File: config.mk
export PLATFORM = sky130hd
export DESIGN_NAME = cache_lookup_ctrl
export DESIGN_NICKNAME = d
export VERILOG_FILES = /design/src/rtl/cache_lookup_ctrl_pkg.sv /design/src/rtl/cache_lookup_ctrl_plru4.sv /design/src/rtl/cache_lookup_ctrl.sv
export SDC_FILE = /design/constraint.sdc
export NUM_CORES = 1
export LEC_CHECK = 0
export BUFFER_PORTS_ARGS = -buffer_cell sky130_fd_sc_hd__buf_4
export CORE_MARGIN = 2
export CORE_UTILIZATION = 53
export DETAILED_ROUTE_END_ITERATION = 8
export PLACE_DENSITY = 0.77
export REMOVE_ABC_BUFFERS = 1
export SLEW_MARGIN = 20
export SYNTH_ARGS = -nofsm -noshare
export SYNTH_HDL_FRONTEND = slang
export SYNTH_SLANG_ARGS = --single-unit
File: constraint.sdc
create_clock -name clk -period 15 [get_ports clk]
set_clock_uncertainty 0.1 [all_clocks]
set_input_delay 0 -clock clk [delete_from_list [all_inputs] [get_ports clk]]
set_output_delay 0 -clock clk [all_outputs]
set_load 0.02 [all_outputs]
File: src/rtl/cache_lookup_ctrl_pkg.sv
// Shared types and pseudo-LRU helpers for the cache lookup/refill controller.
package cache_lookup_ctrl_pkg;

  localparam int ADDR_W = 32;

  typedef logic [ADDR_W-1:0] address_t;
  typedef logic [ADDR_W-1:0] cache_tag_t;
  typedef logic [2:0]        plru3_t;

  typedef enum logic [1:0] {
    ST_IDLE  = 2'd0,
    ST_FILL  = 2'd1,
    ST_TAGWR = 2'd2
  } lookup_state_e;

  // Tree PLRU: bit0 picks the half to evict, bit1/bit2 pick within each half.
  function automatic logic [1:0] plru_victim(input plru3_t p);
    if (p[0]) return p[2] ? 2'd3 : 2'd2;
    else      return p[1] ? 2'd1 : 2'd0;
  endfunction

  function automatic plru3_t plru_access(input plru3_t p, input logic [1:0] w);
    plru3_t r;
    r    = p;
    r[0] = ~w[1];
    if (!w[1]) r[1] = (w == 2'd0);
    else       r[2] = (w == 2'd2);
    return r;
  endfunction

  function automatic logic [1:0] lowest_way(input logic [3:0] v);
    logic [1:0] r;
    r = 2'd0;
    for (int i = 3; i >= 0; i--) begin
      if (v[i]) r = 2'(i);
    end
    return r;
  endfunction

endpackage

File: src/rtl/cache_lookup_ctrl_plru4.sv
// Per-line 3-bit tree pseudo-LRU state for a 4-way set: victim read and access update.
module cache_plru4
  import cache_lookup_ctrl_pkg::*;
#(
  parameter int LINES = 64,
  parameter int IW    = $clog2(LINES)
) (
  input  logic          clk,
  input  logic          rst,
  input  logic [IW-1:0] rd_idx_i,
  output logic [1:0]    victim_o,
  input  logic          upd_i,
  input  logic [IW-1:0] upd_idx_i,
  input  logic [1:0]    upd_way_i
);

  plru3_t plru_q [LINES];

  assign victim_o = plru_victim(plru_q[rd_idx_i]);

  always_ff @(posedge clk or posedge rst) begin
    if (rst) begin
      for (int i = 0; i < LINES; i++) plru_q[i] <= '0;
    end else if (upd_i) begin
      plru_q[upd_idx_i] <= plru_access(plru_q[upd_idx_i], upd_way_i);
    end
  end

endmodule

File: src/rtl/cache_lookup_ctrl.sv
// Lookup, hit detection and miss/refill sequencing for one odd/even half of a 4-way cache.
module cache_lookup_ctrl
  import cache_lookup_ctrl_pkg::*;
#(
  parameter int LINES  = 64,
  parameter int WAYS   = 4,
  parameter int LOBIT  = 6,
  parameter int HIBIT  = $clog2(LINES) - 1 + LOBIT,
  parameter int TAGBIT = HIBIT + 2
) (
  input  logic                     clk,
  input  logic                     rst,
  input  logic                     req_i,
  output logic                     rdy_o,
  input  logic [ADDR_W-1:0]        vadr_i,
  input  logic [ADDR_W-1:0]        padr_i,
  output logic [$clog2(LINES)-1:0] ndx_o,
  input  cache_tag_t [WAYS-1:0]    tag_i,
  output logic                     resp_v_o,
  output logic                     hit_o,
  output logic [1:0]               hit_way_o,
  output logic                     multi_hit_o,
  output logic                     fill_req_o,
  output logic [ADDR_W-1:0]        fill_adr_o,
  input  logic                     fill_ack_i,
  output logic                     tag_wr_o,
  output logic [1:0]               tag_way_o,
  output logic [ADDR_W-1:0]        tag_vadr_o,
  output logic [ADDR_W-1:0]        tag_padr_o,
  input  logic                     inv_all_i,
  output logic                     busy_o
);

  localparam int IW = $clog2(LINES);

  if (WAYS != 4) begin : g_bad_ways
    $error("cache_lookup_ctrl supports WAYS == 4 only");
  end
  if ((1 << IW) != LINES) begin : g_bad_lines
    $error("cache_lookup_ctrl requires LINES to be a power of 2");
  end

  lookup_state_e   state_q, state_d;
  logic [WAYS-1:0] valid_q [LINES];
  address_t        vadr_q, padr_q;
  logic [1:0]      victim_q;
  logic            stale_q;
  logic            resp_v_q, hit_q, multi_q;
  logic [1:0]      hit_way_q;

  logic [WAYS-1:0] match;
  logic [WAYS-1:0] free_ways;
  logic            lookup, hit_any, commit;
  logic [1:0]      match_way, miss_victim, plru_vict;
  logic [IW-1:0]   wr_idx;
  cache_tag_t      req_tag;

  assign ndx_o   = vadr_i[HIBIT:LOBIT];
  assign req_tag = cache_tag_t'(vadr_i >> TAGBIT);
  assign wr_idx  = vadr_q[HIBIT:LOBIT];
  assign lookup  = req_i & rdy_o;

  // An invalidate landing on the lookup cycle makes every way read as empty.
  for (genvar gi = 0; gi < WAYS; gi++) begin : g_match
    assign match[gi]     = valid_q[ndx_o][gi] & ~inv_all_i & (tag_i[gi] == req_tag);
    assign free_ways[gi] = ~valid_q[ndx_o][gi] | inv_all_i;
  end

  assign hit_any     = |match;
  assign match_way   = lowest_way(match);
  assign miss_victim = (|free_ways) ? lowest_way(free_ways) : plru_vict;
  assign commit      = (state_q == ST_TAGWR) & ~stale_q & ~inv_all_i;

  cache_plru4 #(.LINES(LINES), .IW(IW)) u_plru (
    .clk       (clk),
    .rst       (rst),
    .rd_idx_i  (ndx_o),
    .victim_o  (plru_vict),
    .upd_i     ((lookup & hit_any) | commit),
    .upd_idx_i (lookup ? ndx_o : wr_idx),
    .upd_way_i (lookup ? match_way : victim_q)
  );

  always_comb begin
    state_d = state_q;
    case (state_q)
      ST_IDLE:  if (lookup && !hit_any) state_d = ST_FILL;
      ST_FILL:  if (fill_ack_i) state_d = ST_TAGWR;
      ST_TAGWR: state_d = ST_IDLE;
      default:  state_d = ST_IDLE;
    endcase
  end

  always_ff @(posedge clk or posedge rst) begin
    if (rst) begin
      state_q   <= ST_IDLE;
      vadr_q    <= '0;
      padr_q    <= '0;
      victim_q  <= '0;
      stale_q   <= 1'b0;
      resp_v_q  <= 1'b0;
      hit_q     <= 1'b0;
      hit_way_q <= '0;
      multi_q   <= 1'b0;
    end else begin
      state_q  <= state_d;
      resp_v_q <= lookup;
      if (lookup) begin
        hit_q     <= hit_any;
        hit_way_q <= match_way;
        multi_q   <= ($countones(match) > 1);
        if (!hit_any) begin
          vadr_q   <= vadr_i;
          padr_q   <= padr_i;
          victim_q <= miss_victim;
        end
      end
      // A fill that straddles an invalidate must not resurrect its line.
      if (state_d == ST_IDLE)                      stale_q <= 1'b0;
      else if (inv_all_i && state_q != ST_IDLE)    stale_q <= 1'b1;
    end
  end

  always_ff @(posedge clk or posedge rst) begin
    if (rst) begin
      for (int i = 0; i < LINES; i++) valid_q[i] <= '0;
    end else if (inv_all_i) begin
      for (int i = 0; i < LINES; i++) valid_q[i] <= '0;
    end else if (commit) begin
      valid_q[wr_idx][victim_q] <= 1'b1;
    end
  end

  assign rdy_o       = (state_q == ST_IDLE) & ~rst;
  assign busy_o      = (state_q != ST_IDLE);
  assign resp_v_o    = resp_v_q;
  assign hit_o       = hit_q;
  assign hit_way_o   = hit_way_q;
  assign multi_hit_o = multi_q;
  assign fill_req_o  = (state_q == ST_FILL);
  assign fill_adr_o  = {padr_q[ADDR_W-1:LOBIT], {LOBIT{1'b0}}};
  assign tag_wr_o    = (state_q == ST_TAGWR);
  assign tag_way_o   = victim_q;
  assign tag_vadr_o  = vadr_q;
  assign tag_padr_o  = padr_q;

endmodule

==> flow_summary.rst <==
.. list-table::
   :header-rows: 1

   * - Metric
     - Value
   * - Outcome
     - completed
   * - Initial standard-cell utilization of the core
     - 53.9%
   * - Critical Path RT
     - 15.37 ns
   * - Layout cell share with drive strength beyond 1
     - 31.4%
   * - Arrival time of data at the critical path endpoint
     - 5.37 ns
   * - Crit path launch type
     - register
   * - Number of distinct library cells after synthesis
     - 71
   * - Count of state elements after synthesis
     - 522
   * - Syn Std Cell Area
     - 0.0264 mm2
   * - R2r endpoint
     - u_plru.plru_q[185]$_DFFE_PP0P_
   * - Global-route wire length before repair
     - 118000 um
   * - Areal power density over the cells
     - 118 mW/mm2
   * - Avg Vias per Cell
     - 6.25
   * - Category of the critical setup timing path
     - reg2reg
   * - Total Neg Setup Slack
     - 0 ns
   * - TritonCTS buffer count
     - 51
   * - Number of top-level pins
     - 310
   * - Floorplan row count
     - 81
   * - Top FF cell, synth
     - sky130_fd_sc_hd__dfrtp_1
   * - Number of failing hold endpoints at the final stage
     - 0
   * - Area grow syn2layout
     - 17.5%
   * - Area of the placeable core
     - 0.0491 mm2
   * - Endpoints failing setup
     - 0
   * - Fraction of the yosys area taken by sequential cells
     - 49.4%
   * - Share of the core filled with cells in the final layout
     - 63.3%
   * - Path type of the worst min-delay path
     - in2async
   * - Post-CTS Setup Inserts
     - 0
   * - CTS clock-pin slew for the worst setup and hold paths
     - 0.06 ns
   * - Depth of the worst register-to-register path
     - 13
   * - Avg WL per Cell
     - 24.3 um
   * - Slew Limit Fails
     - 0
   * - Number of DRC markers in iteration 0
     - 2316
   * - CTS tree
     - built
   * - Highest net fanout along the worst path
     - 48
   * - Hold-fix buffer count after cts
     - 67
   * - Vias
     - 20000
   * - Peak supply drop
     - 0.110 mV
   * - Total of cells resized after clock tree synthesis
     - 0
   * - Global-route total usage across every layer
     - 29.6%
   * - Most frequent standard cell in the layout excluding fill and tap cells
     - sky130_fd_sc_hd__dfrtp_1
   * - Overall die area
     - 0.0517 mm2
   * - Count of clock tree sinks
     - 522
   * - Number of buffers added on ports
     - 303
   * - Register-to-register setup slack
     - 10.0 ns
   * - Overall routed net length
     - 77800 um
   * - Post-layout power
     - 3.67 mW
   * - Startpoint of the most critical register-to-register path
     - state_q[1]$_DFF_PP0_
   * - Vias in the first global route
     - 20500
   * - Final cycle utilization of the critical path
     - 33.3%
   * - Post-synthesis cell count
     - 2251
   * - Max Cap Viol
     - 0
   * - CTS max path bufs
     - 3
   * - Worst skew pair latency
     - 0.59 ns
   * - Max_slew headroom
     - 19.8%
   * - Setup crit end kind
     - register
   * - Asr flop ratio synth
     - 100%
   * - Most frequent cells in the layout
     - sky130_fd_sc_hd__dfrtp_1, sky130_fd_sc_hd__buf_4, sky130_fd_sc_hd__inv_1, sky130_fd_sc_hd__o22ai_1, sky130_fd_sc_hd__mux2_2
   * - Leakage
     - 13.5 nW
   * - Highest attainable clock frequency
     - 200 MHz
   * - Antenna violation net count after detailed routing
     - 0
   * - Post-synthesis average cell area
     - 11.7 um2
   * - Width of the chip
     - 227 um
   * - Number of flops mapped to enable cells by yosys
     - 0
   * - Largest net degree at the start of global routing
     - 201
   * - Min Tclk post-route
     - 5.00 ns
   * - Number of antenna violations at the first check in global routing
     - 0
   * - Clock tree root driver cell
     - sky130_fd_sc_hd__clkbuf_16
   * - GR Overflow Total
     - 0
   * - Layout net count
     - 2700
   * - Least-Margin Pin Slew
     - 1.20 ns
   * - Post-DP HPWL
     - 48500 um
   * - Vertical die dimension
     - 227 um
   * - Count of warnings emitted by yosys
     - 0
   * - Drc violations
     - 0
   * - Final RePlAce weighted congestion
     - 0.926
   * - Number of detailed-routing iterations run before antenna repair
     - 6
   * - Maximum level of the CTS H-tree
     - 2
   * - Unrepaired setup endpoints after global routing
     - false
==> metal layers <==
| layer | global-route usage [%] | vias to the layer above | part of all wire, % |
|---|---|---|---|
| met5 | 0 | - | 0 |
| met4 | 12.5 | 0 | 4.1 |
| met3 | 6.17 | 236 | 8.2 |
| met2 | 47.2 | 1050 | 49 |
| met1 | 39.5 | 10100 | 39 |
| li1 | - | 8629 | - |
==> power breakdown <==
group / internal, mW / switching, mW / leakage (nW)
logic: 0.296 / 0.458 / 5.54
registers: 1.50 / 0.0826 / 7.13
clock network: 0.770 / 0.560 / 0.856
==> stage by stage <==
stage	instances	setup WS (ns)	cell area, um2	hold WS (ns)
2_1_floorplan	2046	0.317	25200	-0.100
3_3_place_gp	3045	9.86	28600	0.0990
3_5_place_dp	3045	9.72	28600	0.106
4_1_cts	3203	10.08	31000	0.00831
5_1_grt	3203	9.87	31000	0.0330
6_report	3204	10.0	31000	0.0501
==> synthesized netlist by cell type, drive strengths merged, types with 5 or more instances <==
library cell / count / area, um2
dfrtp: 522 / 13100
inv: 266 / 998
mux2: 264 / 3030
o22ai: 257 / 1620
buf: 121 / 876
clkbuf: 89 / 337
nand2: 89 / 339
mux2i: 86 / 886
mux4: 86 / 1940
nor3: 78 / 420
a22oi: 66 / 495
xor2: 60 / 526
nor2: 25 / 96.4
nor4: 22 / 138
a22o: 20 / 175
nand4: 18 / 113
a21oi: 17 / 111
a221oi: 17 / 149
a31oi: 17 / 106
xnor2: 16 / 140
nand3: 12 / 60.1
o21ai: 11 / 55.1
o211ai: 10 / 80.1
and3b: 9 / 78.8
nor3b: 9 / 67.6
nand2b: 6 / 37.5
nand4b: 6 / 52.6
or4: 6 / 45.0
and2: 5 / 31.3
nor2b: 5 / 31.3
or3: 5 / 31.3
==> sequential cells by signal (all words and copies together) (netlist names), 2 cells and up <==
register	flops
hit_way_o	2
state_q	2
tag_padr_o	32
tag_vadr_o	32
tag_way_o	2
u_plru.plru_q	192
valid_q	256
==> worst max-delay path by stage <==
stage | start | to | slack, ns | cells after the start
5_1_grt | state_q[1]$_DFF_PP0_ | u_plru.plru_q[182]$_DFFE_PP0P_ | 9.87 | 13
2_1_floorplan | rst | hit_o$_DFFE_PP0P_ | 0.32 | 1
3_5_place_dp | vadr_i[6] | u_plru.plru_q[161]$_DFFE_PP0P_ | 9.72 | 13
3_3_place_gp | vadr_i[6] | u_plru.plru_q[191]$_DFFE_PP0P_ | 9.86 | 13
6_report | state_q[1]$_DFF_PP0_ | u_plru.plru_q[185]$_DFFE_PP0P_ | 10.0 | 13
4_1_cts | state_q[1]$_DFF_PP0_ | u_plru.plru_q[161]$_DFFE_PP0P_ | 10.08 | 13
==> critical path, stage by stage (launching register included) <==
cell                       delay (ns)
sky130_fd_sc_hd__dfrtp_1         0.39
sky130_fd_sc_hd__or2_4           0.27
sky130_fd_sc_hd__nor2_2          0.11
sky130_fd_sc_hd__nand2_2         0.26
sky130_fd_sc_hd__inv_2           0.62
sky130_fd_sc_hd__mux2_2          0.64
sky130_fd_sc_hd__a22o_1          0.30
sky130_fd_sc_hd__a221oi_1        0.25
sky130_fd_sc_hd__a31oi_1         0.22
sky130_fd_sc_hd__or4_1           0.56
sky130_fd_sc_hd__nor2_1          0.22
sky130_fd_sc_hd__mux2i_4         0.21
sky130_fd_sc_hd__buf_4           0.36
sky130_fd_sc_hd__mux2_2          0.34
==> logic make-up (layout without fill, tap and decap cells) <==
group           count (synthesis)  count (layout)  synth area share [%]
compound gates                433             433                  11.3
xor+xnor                       76              76                  2.52
fa+ha+maj                       2               2                 0.123
buf+inv                       476             759                  8.37
flops                         522             522                  49.4
mux                           436             436                  22.1
other cells                     1               7                0.0142
simple gates                  305             305                  6.09
==> area by class of cell <==
class | instances | area, um2
sequential | 522 | 13100
tap | 664 | 831
fill | 3655 | 18000
inverter | 266 | 1010
antenna | 1 | 2.50
timing repair buffer | 402 | 3230
clock inverter | 21 | 223
multi-input combinational | 1258 | 11200
clock buffer | 70 | 1510
Power figures use the tool's default switching activity.
